==> src/rtl/traffic_phase_scheduler.sv <==
// traffic_phase_scheduler
//   Two-road signalised intersection controller with an optional pedestrian
//   walk phase. All phase changes happen on a clock where sec_tick is high.
//   The timer counts seconds spent in the current phase, starting at 1 on entry.
//
// Optional feature macro: TRAFFIC_PED_WALK_EN
//   defined   : ped_req latches a walk request; the WALK phase and walk output are live.
//   undefined : ped_req is ignored, WALK is unreachable, walk is held at 0.
//
// Ports
//   CLK100MHZ   in   system clock
//   CPU_RESETN  in   asynchronous active-low reset
//   sec_tick    in   one-cycle strobe, once per second
//   carA_req    in   vehicle present on road A (level)
//   carB_req    in   vehicle present on road B (level)
//   ped_req     in   pedestrian button (any pulse width)
//   lightA      out  {red,yellow,green} for road A
//   lightB      out  {red,yellow,green} for road B
//   walk        out  pedestrian walk indicator
//   phase       out  current state code
//   timer       out  seconds in current state, saturates at 15
module traffic_phase_scheduler #(
  parameter int MIN_GREEN = 4,
  parameter int MAX_GREEN = 8,
  parameter int YELLOW_T  = 2,
  parameter int ALLRED_T  = 2,
  parameter int WALK_T    = 5
) (
  input  logic       CLK100MHZ,
  input  logic       CPU_RESETN,
  input  logic       sec_tick,
  input  logic       carA_req,
  input  logic       carB_req,
  input  logic       ped_req,
  output logic [2:0] lightA,
  output logic [2:0] lightB,
  output logic       walk,
  output logic [2:0] phase,
  output logic [3:0] timer
);

  typedef enum logic [2:0] {
    GREEN_A  = 3'd0,
    YELLOW_A = 3'd1,
    RED_A    = 3'd2,
    GREEN_B  = 3'd3,
    YELLOW_B = 3'd4,
    RED_B    = 3'd5,
    WALK     = 3'd6,
    BAD      = 3'd7
  } state_t;

  localparam logic [3:0] MIN_G  = 4'(MIN_GREEN);
  localparam logic [3:0] MAX_G  = 4'(MAX_GREEN);
  localparam logic [3:0] YEL_L  = 4'(YELLOW_T);
  localparam logic [3:0] RED_L  = 4'(ALLRED_T);
  localparam logic [3:0] WALK_L = 4'(WALK_T);

  localparam logic [2:0] LIGHT_RED = 3'b100;
  localparam logic [2:0] LIGHT_YEL = 3'b010;
  localparam logic [2:0] LIGHT_GRN = 3'b001;

  state_t     state_reg, state_next;
  logic [3:0] timer_reg, timer_next;
  logic       pend_a_reg, pend_a_next;
  logic       pend_b_reg, pend_b_next;
  logic       pend_p_reg;
  logic       ret_b_reg, ret_b_next;   // 1: WALK returns to GREEN_B, 0: to GREEN_A
  logic       entry;
  logic       green_a_done, green_b_done;
  logic [2:0] light_a_next, light_b_next;

  // A green may only end when the other side (or a pedestrian) is waiting,
  // then either at max green or, after min green, once its own traffic is gone.
  assign green_a_done = (pend_b_reg | pend_p_reg) &&
                        ((timer_reg >= MAX_G) || ((timer_reg >= MIN_G) && !carA_req));
  assign green_b_done = (pend_a_reg | pend_p_reg) &&
                        ((timer_reg >= MAX_G) || ((timer_reg >= MIN_G) && !carB_req));

  always_comb begin
    state_next = state_reg;
    ret_b_next = ret_b_reg;
    case (state_reg)
      GREEN_A:  if (sec_tick && green_a_done) state_next = YELLOW_A;
      YELLOW_A: if (sec_tick && timer_reg >= YEL_L) state_next = RED_A;
      RED_A:    if (sec_tick && timer_reg >= RED_L) begin
                  if (pend_p_reg) begin
                    state_next = WALK;
                    ret_b_next = 1'b1;
                  end else begin
                    state_next = GREEN_B;
                  end
                end
      GREEN_B:  if (sec_tick && green_b_done) state_next = YELLOW_B;
      YELLOW_B: if (sec_tick && timer_reg >= YEL_L) state_next = RED_B;
      RED_B:    if (sec_tick && timer_reg >= RED_L) begin
                  if (pend_p_reg) begin
                    state_next = WALK;
                    ret_b_next = 1'b0;
                  end else begin
                    state_next = GREEN_A;
                  end
                end
`ifdef TRAFFIC_PED_WALK_EN
      WALK:     if (sec_tick && timer_reg >= WALK_L) state_next = ret_b_reg ? GREEN_B : GREEN_A;
`endif
      // Undefined codes recover to RED_B immediately, without waiting for a tick.
      default:  state_next = RED_B;
    endcase
  end

  // Entry is any change of state; the timer restarts at 1 and the request
  // latch served by the new phase is dropped (clear beats a simultaneous set).
  assign entry = (state_next != state_reg);

  always_comb begin
    timer_next = timer_reg;
    if (entry) begin
      timer_next = 4'd1;
    end else if (sec_tick && timer_reg != 4'd15) begin
      timer_next = timer_reg + 4'd1;
    end
  end

  assign pend_a_next = (entry && state_next == GREEN_A) ? 1'b0 : (pend_a_reg | carA_req);
  assign pend_b_next = (entry && state_next == GREEN_B) ? 1'b0 : (pend_b_reg | carB_req);

  always_comb begin
    light_a_next = LIGHT_RED;
    light_b_next = LIGHT_RED;
    if (state_next == GREEN_A)  light_a_next = LIGHT_GRN;
    if (state_next == YELLOW_A) light_a_next = LIGHT_YEL;
    if (state_next == GREEN_B)  light_b_next = LIGHT_GRN;
    if (state_next == YELLOW_B) light_b_next = LIGHT_YEL;
  end

  // Lights are registered from the next state so they change on the same
  // edge as the state register.
  always_ff @(posedge CLK100MHZ or negedge CPU_RESETN) begin
    if (!CPU_RESETN) begin
      state_reg  <= RED_B;
      timer_reg  <= 4'd1;
      pend_a_reg <= 1'b0;
      pend_b_reg <= 1'b0;
      ret_b_reg  <= 1'b0;
      lightA     <= LIGHT_RED;
      lightB     <= LIGHT_RED;
`ifdef TRAFFIC_PED_WALK_EN
      pend_p_reg <= 1'b0;
      walk       <= 1'b0;
`endif
    end else begin
      state_reg  <= state_next;
      timer_reg  <= timer_next;
      pend_a_reg <= pend_a_next;
      pend_b_reg <= pend_b_next;
      ret_b_reg  <= ret_b_next;
      lightA     <= light_a_next;
      lightB     <= light_b_next;
`ifdef TRAFFIC_PED_WALK_EN
      pend_p_reg <= (entry && state_next == WALK) ? 1'b0 : (pend_p_reg | ped_req);
      walk       <= (state_next == WALK);
`endif
    end
  end

`ifndef TRAFFIC_PED_WALK_EN
  logic unused_ped;
  assign pend_p_reg = 1'b0;
  assign walk       = 1'b0;
  assign unused_ped = ped_req ^ ret_b_reg;
`endif

  assign phase = state_reg;
  assign timer = timer_reg;

endmodule

==> config.mk <==
export PLATFORM = sky130hd
export DESIGN_NAME = traffic_phase_scheduler
export DESIGN_NICKNAME = d
export VERILOG_FILES = /design/src/rtl/traffic_phase_scheduler.sv
export SDC_FILE = /design/constraint.sdc
export NUM_CORES = 1
export LEC_CHECK = 0
export BUFFER_PORTS_ARGS = -buffer_cell sky130_fd_sc_hd__buf_2
export CORE_MARGIN = 3
export CORE_UTILIZATION = 45
export DETAILED_ROUTE_END_ITERATION = 10
export PLACE_DENSITY = 0.67
export RECOVER_POWER = 50
export SLEW_MARGIN = 0
export SYNTH_ARGS = -nofsm -noshare
export SYNTH_HDL_FRONTEND = slang
export SYNTH_SLANG_ARGS = --single-unit
==> constraint.sdc <==
create_clock -name CLK100MHZ -period 2.7 [get_ports CLK100MHZ]
set_input_delay 0.27 -clock CLK100MHZ [delete_from_list [all_inputs] [get_ports CLK100MHZ]]
set_output_delay 0.27 -clock CLK100MHZ [all_outputs]
set_load 0.005 [all_outputs]
==> impl_metrics.toml <==
[outcome]
status = "complete, no violations"

[hold_path]
holdCritPathClass = "input pin to flip-flop"

[job]
drv_cap = 0

[sta]
min_period_over_period = 0.5536
clock_skew_ns = 0.002758
worst_hold_slack_ns = 0.2473
finalMaxSlewViolations = 0
finalSetupViolCount = 0
max_freq_mhz = 669.0
setup_tns_ns = 0
tightest_slew_ns = 0.8062
rsz0062_at_grt = "no"
slew_headroom = 0.4626
finalHoldViolations = 0
post-route-min-period_ns = 1.495

[routing]
drcViolationCount = 0
final_antenna_net_count = 0
wl_per_cell_um = 12.15
drt-vias-per-instance = 5.025
via_count = 613
dr.pass1.iters = 4
drt-initial-drc-count = 17
wl_mm = 1.482

[clock_network]
cts_setup_buffers = 0
clk_transition_reported_paths_ns = 0.08
cts_tree = "yes"
ctsLongestPathBuffers = 2
clockRootBuffer = "clkbuf_4"
h-tree-depth = 1
clock_latency_ns = 0.27
ctsResizeCount = 0
cts_sinks = 15
cts_buffers = 3

[power_and_ir_drop]
p_per_area_nw_per_um2 = 1023
peakVddDrop_mv = 0.5591
power_leakage_nw = 0.4204

[finish]
fill_cells = 158
n_antenna_cell = 0
final_common_cell = "buf_2"
most-common-layout-cells = "11 x buf_2, 10 x a21oi_1, 10 x dfrtp_1"
area_delta_synth_final_pct = 14.46
layout.area.seq_um2 = 381.6
finalNetCount = 107
largest_reg_flops = 4
drive_gt1_frac = 0.2245
multiInputGateArea_um2 = 376.6

[floorplan]
start_util = 0.5047
die_height_um = 48.28
core_um2 = 1594
num_rows = 14
die_w_um = 48.28
dieArea_um2 = 2331
ios = 20

[critical_path]
crit_fanout = 8
crit_type = "flip-flop to flip-flop"
cp.arrival_ns = 1.71
worstPathRequired_ns = 2.91
cp-end-kind = "flip-flop"
start_kind = "flip-flop"

[synth]
yosysWarnings = 0
synthDistinctLibCells = 33
syn_area_per_cell_um2 = 9.932
netlist_area_um2 = 804.5
ys_seq_elements = 15
synth_edf_count = 0
syn-num-nets = 89
syn_inst = 81
yosysSeqAreaShare = 0.4743
synth_top_flop_cell = "dfrtp_1"
synthArstFlopShare = 1.000

[global_routing]
track_usage = 0.1491
antenna_found_initial = 0
grt_pass1_vias = 531
grt_max_degree = 16
grt_overflow = 0
grt_pass1_wl_mm = 2.346

[placed_design]
dp_hpwl_mm = 1.141
gp_congestion = 0.7952
port-buffer-count = 17
[power by group]
part	switching (W)	internal (W)	total, W
sequential	0.000105	0.000329	0.000434
combinational	0.000210	0.000177	0.000387
clock	0.0000639	0.0000572	0.000121
[path summary, 6_finish.rpt]
kind                       slack, ns       start          to  cells past startpoint
max                             1.21    timer[2]    timer[0]                      4
max reg2reg                     1.21    timer[2]    timer[0]                      4
min in group asynchronous       0.59  CPU_RESETN   lightB[1]                      2
min reg2reg                     0.54  pend_a_reg  pend_a_reg                      1
min                             0.25    carA_req  pend_a_reg                      2
max in group asynchronous       1.61  CPU_RESETN  pend_a_reg                      2
[through the flow]
step	area [um^2]	total power, W	setup WS [ns]	util	cells
after floorplan	804.5	0.0006986	1.316	-	81
after global placement	892.1	0.0008192	1.254	0.5597	117
after detailed placement	892.1	0.0008385	1.223	0.5597	117
after CTS	928.4	0.0009680	1.213	0.5824	122
after global routing	920.9	0.001041	1.078	0.5777	122
final	920.9	0.0009418	1.205	0.5777	122
[kinds of logic after synthesis]
family	Yosys count	synth area share
AO/OA/AOI/OAI	22	0.2037
XOR/XNOR	4	0.04355
adder cells (fa/ha/maj)	3	0.04354
buffers and inverters	10	0.05755
flip-flops	15	0.4743
multiplexers	2	0.02488
other	1	0.004661
AND/OR/NAND/NOR	24	0.1477
[area by class of cell]
cell class / instances / area share
Clock buffer: 4 / 0.02853
Sequential cell: 15 / 0.4144
Multi-Input combinational cell: 56 / 0.4090
Timing Repair Buffer: 18 / 0.09511
Inverter: 5 / 0.02038
Tap cell: 24 / 0.03261
[per-layer routing]
metal  global-route usage  vias up  routed length, um
met5                    0        -                  0
met2               0.2318       17                703
met3              0.03321        4                 93
met1               0.1909      280                663
li1                     -      312                  -
met4              0.08065        0                 22
[worst max-delay path, stage by stage, from the launching register on]
cell and delay [ns]:
dfrtp_1 0.49, o31ai_4 0.38, maj3_1 0.25, nand3_2 0.12
a21o_1 0.18
[synth_stat cells, types with 2 or more instances]
master / n / area, um^2
a21oi_1: 10 / 50.05
buf_2: 2 / 10.01
clkbuf_2: 2 / 10.01
dfrtp_1: 10 / 250.2
dfstp_2: 5 / 131.4
ha_1: 2 / 25.02
inv_1: 5 / 18.77
mux2i_1: 2 / 20.02
nand2_1: 5 / 18.77
nand3_1: 5 / 25.02
nor2_1: 6 / 22.52
nor2b_1: 4 / 25.02
xnor2_1: 2 / 17.52
xor2_1: 2 / 17.52
[what timing repair did]
item                                   in CTS  in global routing
setup endpoints to repair                   0                  0
endpoints found under the hold margin      10                  0
hold buffers                                1                  0
No activity file was read; power rests on OpenSTA's default activity.
